===== src/rtl/alu_seq_unit.sv =====
// alu_seq_unit: EX-stage ALU with registered single-cycle ops and a shift-add MULTU into HI/LO.
// Define ALU_SEQ_DIVU_EN to add a restoring DIVU sharing the same handshake and latency.
module alu_seq_unit #(
    parameter int DATA_WIDTH  = 32,
    parameter int SHAMT_WIDTH = 5
) (
    input  logic                   clk,
    input  logic                   reset,
    input  logic                   start_i,
    input  logic [2:0]             alu_op_i,
    input  logic [5:0]             alu_function_i,
    input  logic [SHAMT_WIDTH-1:0] shamt_i,
    input  logic [DATA_WIDTH-1:0]  a_i,
    input  logic [DATA_WIDTH-1:0]  b_i,
    output logic                   ready_o,
    output logic                   result_valid_o,
    output logic [DATA_WIDTH-1:0]  result_o,
    output logic                   zero_o,
    output logic                   illegal_o,
    output logic [DATA_WIDTH-1:0]  hi_o,
    output logic [DATA_WIDTH-1:0]  lo_o
);
    localparam int W = DATA_WIDTH;
`ifdef ALU_SEQ_DIVU_EN
    typedef enum logic [1:0] {IDLE, MULT, DIV} state_t;
`else
    typedef enum logic {IDLE, MULT} state_t;
`endif
    state_t               state_q, state_d;
    logic [SHAMT_WIDTH-1:0] cnt_q, cnt_d;
    logic [2*W-1:0]       acc_q, acc_d, mcand_q, mcand_d, acc_next;
    logic [W-1:0]         mplier_q, mplier_d;
    logic [W-1:0]         hi_q, hi_d, lo_q, lo_d, result_q, result_d;
    logic                 valid_q, valid_d, zero_q, zero_d, illegal_q, illegal_d;
    logic [W-1:0]         op_res;
    logic                 op_mul, op_div, op_ill;
`ifdef ALU_SEQ_DIVU_EN
    logic [W-1:0]         rem_q, rem_d, quo_q, quo_d, dvsr_q, dvsr_d;
    logic [W:0]           rem_shift, diff;
    logic                 ge;
`endif

    always_comb begin
        op_res = '0;
        op_mul = 1'b0;
        op_div = 1'b0;
        op_ill = 1'b0;
        case (alu_op_i)
            3'b111: case (alu_function_i)
                6'b100000: op_res = a_i + b_i;
                6'b100010: op_res = a_i - b_i;
                6'b100100: op_res = a_i & b_i;
                6'b100101: op_res = a_i | b_i;
                6'b000000: op_res = b_i << shamt_i;
                6'b000010: op_res = b_i >> shamt_i;
                6'b010000: op_res = hi_q;
                6'b010010: op_res = lo_q;
                6'b011001: op_mul = 1'b1;
`ifdef ALU_SEQ_DIVU_EN
                6'b011011: op_div = 1'b1;
`endif
                default:   op_ill = 1'b1;
            endcase
            3'b100:  op_res = a_i + b_i;
            3'b010:  op_res = a_i & b_i;
            3'b001:  op_res = a_i | b_i;
            3'b000:  op_res = {b_i[W/2-1:0], {(W/2){1'b0}}};
            default: op_ill = 1'b1;
        endcase
    end

    assign acc_next = mplier_q[0] ? acc_q + mcand_q : acc_q;
`ifdef ALU_SEQ_DIVU_EN
    // b = 0 naturally yields an all-ones quotient and remainder = a
    assign rem_shift = {rem_q, quo_q[W-1]};
    assign diff      = rem_shift - {1'b0, dvsr_q};
    assign ge        = ~diff[W];
`endif

    always_comb begin
        state_d   = state_q;
        cnt_d     = cnt_q;
        acc_d     = acc_q;
        mcand_d   = mcand_q;
        mplier_d  = mplier_q;
        hi_d      = hi_q;
        lo_d      = lo_q;
        result_d  = result_q;
        zero_d    = zero_q;
        illegal_d = illegal_q;
        valid_d   = 1'b0;
`ifdef ALU_SEQ_DIVU_EN
        rem_d     = rem_q;
        quo_d     = quo_q;
        dvsr_d    = dvsr_q;
`endif
        case (state_q)
            IDLE: if (start_i) begin
                if (op_mul) begin
                    state_d  = MULT;
                    cnt_d    = SHAMT_WIDTH'(W - 1);
                    acc_d    = '0;
                    mcand_d  = {{W{1'b0}}, a_i};
                    mplier_d = b_i;
                end else if (op_div) begin
`ifdef ALU_SEQ_DIVU_EN
                    state_d = DIV;
                    cnt_d   = SHAMT_WIDTH'(W - 1);
                    rem_d   = '0;
                    quo_d   = a_i;
                    dvsr_d  = b_i;
`endif
                end else begin
                    result_d  = op_res;
                    zero_d    = (op_res == '0);
                    illegal_d = op_ill;
                    valid_d   = 1'b1;
                end
            end
            MULT: begin
                acc_d    = acc_next;
                mcand_d  = mcand_q << 1;
                mplier_d = mplier_q >> 1;
                cnt_d    = cnt_q - 1'b1;
                if (cnt_q == '0) begin
                    state_d   = IDLE;
                    hi_d      = acc_next[2*W-1:W];
                    lo_d      = acc_next[W-1:0];
                    result_d  = acc_next[W-1:0];
                    zero_d    = (acc_next[W-1:0] == '0);
                    illegal_d = 1'b0;
                    valid_d   = 1'b1;
                end
            end
`ifdef ALU_SEQ_DIVU_EN
            DIV: begin
                rem_d = ge ? diff[W-1:0] : rem_shift[W-1:0];
                quo_d = {quo_q[W-2:0], ge};
                cnt_d = cnt_q - 1'b1;
                if (cnt_q == '0) begin
                    state_d   = IDLE;
                    hi_d      = rem_d;
                    lo_d      = quo_d;
                    result_d  = quo_d;
                    zero_d    = (quo_d == '0);
                    illegal_d = 1'b0;
                    valid_d   = 1'b1;
                end
            end
`endif
            default: state_d = IDLE;
        endcase
    end

    always_ff @(posedge clk or posedge reset) begin
        if (reset) begin
            state_q   <= IDLE;
            cnt_q     <= '0;
            acc_q     <= '0;
            mcand_q   <= '0;
            mplier_q  <= '0;
            hi_q      <= '0;
            lo_q      <= '0;
            result_q  <= '0;
            zero_q    <= 1'b0;
            illegal_q <= 1'b0;
            valid_q   <= 1'b0;
        end else begin
            state_q   <= state_d;
            cnt_q     <= cnt_d;
            acc_q     <= acc_d;
            mcand_q   <= mcand_d;
            mplier_q  <= mplier_d;
            hi_q      <= hi_d;
            lo_q      <= lo_d;
            result_q  <= result_d;
            zero_q    <= zero_d;
            illegal_q <= illegal_d;
            valid_q   <= valid_d;
        end
    end

`ifdef ALU_SEQ_DIVU_EN
    always_ff @(posedge clk or posedge reset) begin
        if (reset) begin
            rem_q  <= '0;
            quo_q  <= '0;
            dvsr_q <= '0;
        end else begin
            rem_q  <= rem_d;
            quo_q  <= quo_d;
            dvsr_q <= dvsr_d;
        end
    end
`endif

    assign ready_o        = (state_q == IDLE);
    assign result_valid_o = valid_q;
    assign result_o       = result_q;
    assign zero_o         = zero_q;
    assign illegal_o      = illegal_q;
    assign hi_o           = hi_q;
    assign lo_o           = lo_q;
endmodule


===== config.mk =====
export PLATFORM = sky130hd
export DESIGN_NAME = alu_seq_unit
export DESIGN_NICKNAME = d
export VERILOG_FILES = /design/src/rtl/alu_seq_unit.sv
export SDC_FILE = /design/constraint.sdc
export NUM_CORES = 1
export LEC_CHECK = 0
export BUFFER_PORTS_ARGS = -buffer_cell sky130_fd_sc_hd__buf_4
export CAP_MARGIN = 20
export CELL_PAD_IN_SITES_DETAIL_PLACEMENT = 1
export CELL_PAD_IN_SITES_GLOBAL_PLACEMENT = 1
export CORE_ASPECT_RATIO = 0.8
export CORE_MARGIN = 10
export CORE_UTILIZATION = 47
export DETAILED_ROUTE_END_ITERATION = 16
export HOLD_SLACK_MARGIN = 0.06
export PLACE_DENSITY_LB_ADDON = 0.05
export SLEW_MARGIN = 10
export SYNTH_ARGS = -nofsm -noshare
export SYNTH_HDL_FRONTEND = slang
export SYNTH_SLANG_ARGS = --single-unit

===== constraint.sdc =====
create_clock -name clk -period 12.6 [get_ports clk]
set_input_delay 2.52 -clock clk [delete_from_list [all_inputs] [get_ports clk]]
set_output_delay 2.52 -clock clk [all_outputs]
set_load 0.005 [all_outputs]

==> impl_metrics.toml, run 1 <==
[status]
status = "complete, no violations"

[cells_and_area]
drive_above_1_share = 0.125
stdcell_count = 4013
layout.nets = 3528
fillers = 6555
layout_common_cells = "nand2_1, o21ai_0, nor2_1"
final_area_mm2 = 0.0284
area_growth_pct = 9.79
final_common_cell = "nand2_1"
final_util = 0.525

[global_route]
grt_max_degree = 170
grtUsageTotal = 0.432
antenna_found_initial = 13
grt_pass1_wl_um = 210000
global_route.overflow_total = 0
grt_pass1_vias = 29600

[synth]
syn_avg_cell_area_um2 = 7.91
synth_flop_cell = "dfrtp_1"
ys_types = 105
yosysWarnings = 0
yosysTopAreaCellShare = 0.256
yosysSeqAreaShare = 0.256
netlist_instances = 3273
synth_area_leaders = "dfrtp_1, ha_1, nand2_1, o21ai_0, a21oi_1"
async_reset_ff_frac = 1.00
syn_nets = 3517
post-synth-top-area-cell = "dfrtp_1"
synth_edf_count = 0
syn_area_mm2 = 0.0259
yosys_register_bits = 265

[drt]
wl_per_cell_um = 36.5
drc = 0
firstDrtPassIters = 8
drtIter0Drc = 4731
via_per_inst = 7.47
postRouteAntennaNets = 0
vias = 30000
drt_wl_total_um = 147000

[floorplan]
die_h_um = 230
pin_count = 181
num_rows = 76
die_x_um = 282
core_mm2 = 0.0542
initial_core_util = 0.478
die_area_mm2 = 0.0650

[sta]
finalCritPeriodShare = 0.571
skew_ps = 26.1
worst_slew_margin_rel = 0.142
rsz0062_at_grt = "false"
hold_viol = 0
finalSetupTns_ps = 0
holdWs_ps = 483
worstMarginPinSlew_ps = 1270
slew_violations = 0
setup_viol = 0
fin_crit_ps = 7200
fmax_mhz = 139

[clocking]
max-clock-path-buffers = 3
path_clk_slew_ps = 70
clock_latency_ps = 600
cts-root-buf = "clkbuf_16"
cts_inserted_buffers = 30
cts_tree = "built"
htreeDepth = 1
clock_sinks = 265
cts_resized = 0
post_cts_buffers = 0
holdBufCountCts = 0

[placement]
dp_hpwl_um = 109000
placed_cell_area_mm2 = 0.0274
dp_cells = 3950
place_congestion = 1.11
io_buffers = 180

[power_and_ir_drop]
powerDensity_mw_per_mm2 = 227
vdd_ir_drop_max_mv = 0.223
power.leakage_uw = 0.0125

[min_path]
holdCritPathClass = "register to register"

[setup_path]
cp_max_fo = 64
arrival_ps = 7730
cp-start-kind = "primary input"
end_kind = "register"
cp.required_ps = 13130
critical_path_class = "primary input to register"

[job]
cap_violations = 0
[worst max-delay path, cell delays in order]
cell and delay, ps:
buf_4 380, buf_4 790, clkinv_1 640, mux4_2 520, nor2_1 50, a21oi_1 220, o2111ai_1 160, a221oi_1 800
or4b_1 510, nor4_1 210, nand4_1 290, nor4_1 400, nand2_1 100, nand3_1 90
[cell type report]
| cell class | instances | area, µm² | share of cell area |
|---|---|---|---|
| multi-input cells | 2634 | 17700 | 0.621 |
| flip-flops and latches | 265 | 6640 | 0.233 |
| repair buffers | 227 | 1770 | 0.0624 |
| well taps | 702 | 878 | 0.0309 |
| clock buffers | 41 | 853 | 0.0300 |
| inverters | 126 | 482 | 0.0169 |
| clock inverters | 12 | 129 | 0.00453 |
| diodes | 6 | 15.0 | 0.000528 |
[cell families (layout without fill, tap and decap cells)]
logic type / Yosys count / in the layout / synth area share
compound gates: 1091 / 1091 / 0.269
xor+xnor: 79 / 79 / 0.0267
mux: 223 / 223 / 0.116
buf+inv: 374 / 406 / 0.0633
other cells: 0 / 6 / 0
flops: 265 / 265 / 0.256
simple gates: 1077 / 1077 / 0.188
fa+ha+maj: 164 / 164 / 0.0800
[worst paths after layout]
check | from | end | slack (ps) | cells past startpoint
min reg2reg | mplier_q[4]$_DFFE_PP0P_ | mplier_q[3]$_DFFE_PP0P_ | 480 | 2
min | mplier_q[4]$_DFFE_PP0P_ | mplier_q[3]$_DFFE_PP0P_ | 480 | 2
min in group asynchronous | reset | hi_o[4]$_DFFE_PP0P_ | 2030 | 2
max in group asynchronous | reset | acc_q[49]$_DFFE_PP0P_ | 9150 | 4
max | shamt_i[1] | zero_o$_DFFE_PP0P_ | 5400 | 14
max reg2reg | mcand_q[0]$_DFFE_PP0P_ | hi_o[26]$_DFFE_PP0P_ | 7750 | 14
[routing by layer]
layer / up-vias / GRT usage / wire length, µm
li1: 12000 / - / -
met3: 588 / 0.158 / 21100
met1: 14800 / 0.564 / 56200
met2: 2514 / 0.626 / 60800
met5: - / 0 / 61
met4: 10 / 0.197 / 8520
[power by group]
group	internal, µW	switching [µW]
sequential	1200	470
combinational	1380	2470
clock	516	416
[registers in the layout, summed over array words and instances, names as in the netlist]
signal	cells
acc_q	64
mcand_q	64
hi_o	32
lo_o	32
mplier_q	32
result_o	32
cnt_q	5
illegal_o	1
result_valid_o	1
state_q	1
zero_o	1
[synth_stat cells (all sizes together), types with 9 or more instances]
cell	count
nor2	291
a211oi	38
inv	124
o21bai	17
a211o	10
or2	9
or3	13
and3	21
mux2i	121
o22a	11
dfrtp	265
nand2	436
o211ai	29
o22ai	50
a221o	11
o311ai	10
nor2b	31
o221ai	17
o21a	13
a221oi	28
a21o	58
buf	84
mux4	53
a222oi	15
a22oi	24
a22o	12
and2	17
ha	160
nor4	23
nand2b	30
nand3	68
nand3b	9
o21ai	319
xor2	20
a31oi	40
mux2	49
nand4	31
xnor2	59
nor3	58
a21oi	277
o31ai	19
clkbuf	163
[through the flow]
step	total power [µW]	setup WS (ps)
final	6450	5400
after global routing	6700	5280
after global placement	4910	5120
after floorplan	3830	2780
after CTS	6220	5700
after detailed placement	5190	5140
(Power assumes the default switching activity.)
==> inputs of run 2 (changes only) <==
--- a/config.mk
+++ b/config.mk
@@ -5,13 +5,14 @@
 export SDC_FILE = /design/constraint.sdc
 export NUM_CORES = 1
 export LEC_CHECK = 0
+export ABC_AREA = 1
 export BUFFER_PORTS_ARGS = -buffer_cell sky130_fd_sc_hd__buf_4
 export CAP_MARGIN = 20
 export CELL_PAD_IN_SITES_DETAIL_PLACEMENT = 1
 export CELL_PAD_IN_SITES_GLOBAL_PLACEMENT = 1
 export CORE_ASPECT_RATIO = 0.8
 export CORE_MARGIN = 10
-export CORE_UTILIZATION = 47
+export CORE_UTILIZATION = 40
 export DETAILED_ROUTE_END_ITERATION = 16
 export HOLD_SLACK_MARGIN = 0.06
 export PLACE_DENSITY_LB_ADDON = 0.05
==> constraint.sdc (replaced) <==
create_clock -name clk -period 6.2 [get_ports clk]
set_input_delay 1.24 -clock clk [delete_from_list [all_inputs] [get_ports clk]]
set_output_delay 1.24 -clock clk [all_outputs]
set_load 0.005 [all_outputs]
==> run 2 against run 1 <==
Clock power rose by 110%. Synthesized area rose by 1.5%. Cell area rose by 2.6%. Highest routed layer unchanged. Critical endpoint unchanged. Largest cell class unchanged. Critical path depth rose by 2. Total power rose by 85%.
==> impl_metrics.toml, run 2 <==
[status]
status = "complete, no violations"

[drt]
postRouteAntennaNets = 0
routed-wl-met2_um = 61500
top_layer = "met5"
wl_per_cell_um = 28.6
drtIter0Drc = 3770
firstDrtPassIters = 6
drc = 0
drt_wl_total_um = 151000
vias = 32100
via_per_inst = 6.10
wl_met3_um = 16800
wl_met1_um = 65500

[synth]
synth_edf_count = 0
post-synth-top-area-cell = "dfrtp_1"
synth_fa_ha_area_frac = 0.0784
synth_common_cells = "nand2_1, nand3_1, inv_1, nor2_1, dfrtp_1"
yosysMostFrequentCell = "nand2_1"
syn_area_mm2 = 0.0263
yosysTopAreaCellShare = 0.252
synth_top_family_by_area = "simple AND/OR/NAND/NOR gates"
syn_avg_cell_area_um2 = 6.09
ys_types = 54
synth_flop_cell = "dfrtp_1"
synthMuxAreaShare = 0
yosysSeqAreaShare = 0.252
synth_compound_area_frac = 0.152
async_reset_ff_frac = 1.00
synth_xor_area_frac = 0.00733
yosys_register_bits = 265
synth_area_leaders = "dfrtp_1, nand2_1, nand3_1, inv_1, ha_1"
synth_simple_gate_area_share = 0.397
yosysWarnings = 0
syn_nets = 4560
netlist_instances = 4316

[power_and_ir_drop]
power.leakage_uw = 0.0150
swShare = 0.537
pwr-share-seq = 0.228
power_uw = 12000
powerDensity_mw_per_mm2 = 410
internal-power_uw = 5540
p_sw_uw = 6420
pwr-share-comb = 0.612
clockPowerShare = 0.160
vdd_ir_drop_max_mv = 0.315

[cells_and_area]
layout_common_cells = "nand2_1, nand3_1, inv_1"
final_util = 0.452
final_area_mm2 = 0.0292
top_regs = "acc_q x64, mcand_q x64"
multi_input_comb_area_mm2 = 0.0167
final_common_cell = "nand2_1"
ff_latch_area_mm2 = 0.00664
fillers = 8830
drive_above_1_share = 0.0846
layout.nets = 4631
area_growth_pct = 11.0

[placement]
dp_hpwl_um = 122000
io_buffers = 180
placed_cell_area_mm2 = 0.0282
place_congestion = 1.09

[clocking]
cts-root-buf = "clkbuf_16"
holdBufCountCts = 0
post_cts_buffers = 0
htreeDepth = 1
path_clk_slew_ps = 70
max-clock-path-buffers = 3
cts_resized = 0
cts_tree = "built"
cts_inserted_buffers = 31
clock_sinks = 265
clock_latency_ps = 620

[sta]
hold_viol = 0
finalSetupTns_ps = 0
worstMarginPinSlew_ps = 1100
rsz0062_at_grt = "false"
slew_violations = 0
fin_crit_ps = 4850
holdWs_ps = 494
finalCritPeriodShare = 0.782
setup_viol = 0
worst_slew_margin_rel = 0.269
skew_ps = 20.3
fmax_mhz = 206

[global_route]
global_route.overflow_total = 0
grt_pass1_vias = 31200
grtUsageTotal = 0.377
antenna_found_initial = 10
grt_max_degree = 146
grt_pass1_wl_um = 216000

[floorplan]
die_h_um = 249
core_mm2 = 0.0646
die_area_mm2 = 0.0765
initial_core_util = 0.407
pin_count = 181
die_x_um = 307
num_rows = 83

[setup_path]
arrival_ps = 5390
cp-start-kind = "primary input"
critical_path_class = "primary input to register"
cp_max_fo = 60
end_kind = "register"
cp.required_ps = 6740

[min_path]
holdCritPathClass = "register to register"

[job]
cap_violations = 0
## run 2: changes by cell type in the layout (fill, tap and decap cells not counted), sizes merged, moves of 90 or more
cell   change
mux2i    -121
a21oi     -90
nand2    +859
inv      +424
nor2     +102
nand3    +557
## run 2: cells by family (layout without fill, tap and decap cells)
family,Yosys count,count (layout)
xor+xnor,22,22
flops,265,265
fa+ha+maj,163,163
buf+inv,736,831
simple gates,2449,2449
compound gates,681,681
other cells,0,1
## run 2: critical path, stage by stage
cell and delay, ps:
buf_4 520, inv_2 590, buf_4 400, nand4_1 300, nor2_1 90, nor2_1 450, nand2_1 90, nor2_1 450
nand3_1 170, a21oi_1 330, nand2_1 90, nor2_1 190, nand3_1 130, nor2_1 110, nand2_1 80, a21oi_2 100
## run 2: area by class of cell
| class | count | share of cell area |
|---|---|---|
| multi-input cells | 3315 | 0.572 |
| flip-flops and latches | 265 | 0.227 |
| inverters | 552 | 0.0713 |
| repair buffers | 222 | 0.0580 |
| well taps | 850 | 0.0364 |
| clock buffers | 37 | 0.0280 |
| clock inverters | 20 | 0.00639 |
| diodes | 1 | 0.0000857 |
## run 2: routing by layer
metal | up-vias | global-route usage
li1 | 14300 | -
met1 | 15900 | 0.524
met2 | 1646 | 0.546
met3 | 284 | 0.0995
met4 | 10 | 0.148
met5 | - | 0
## run 2: worst paths after layout
kind / depth (start not counted) / startpoint / slack, ps / end
min in group asynchronous: 3 / reset / 800 / result_o[1]$_DFFE_PP0P_
min reg2reg: 1 / result_o[18]$_DFFE_PP0P_ / 490 / result_o[18]$_DFFE_PP0P_
min: 1 / result_o[18]$_DFFE_PP0P_ / 490 / result_o[18]$_DFFE_PP0P_
max in group asynchronous: 3 / reset / 4450 / state_q$_DFF_PP0_
max: 16 / shamt_i[1] / 1350 / zero_o$_DFFE_PP0P_
max reg2reg: 15 / mplier_q[0]$_DFFE_PP0P_ / 2010 / zero_o$_DFFE_PP0P_
## run 2: per-stage QoR
step / worst slack [ps] / cells
after global placement: 1010 / 5204
after detailed placement: 1050 / 5204
final: 1350 / 5262
after CTS: 1680 / 5261
after global routing: 1320 / 5261
after floorplan: 1460 / 4316
## run 2: power by group through the flow
stage | clock (µW) | sequential [µW] | combinational, µW
2_1_floorplan | 0 | 2560 | 4950
3_3_place_gp | 0 | 2720 | 6870
3_5_place_dp | 0 | 2740 | 7080
4_1_cts | 1910 | 2720 | 7140
5_1_grt | 1970 | 2780 | 8090
6_report | 1910 | 2730 | 7330
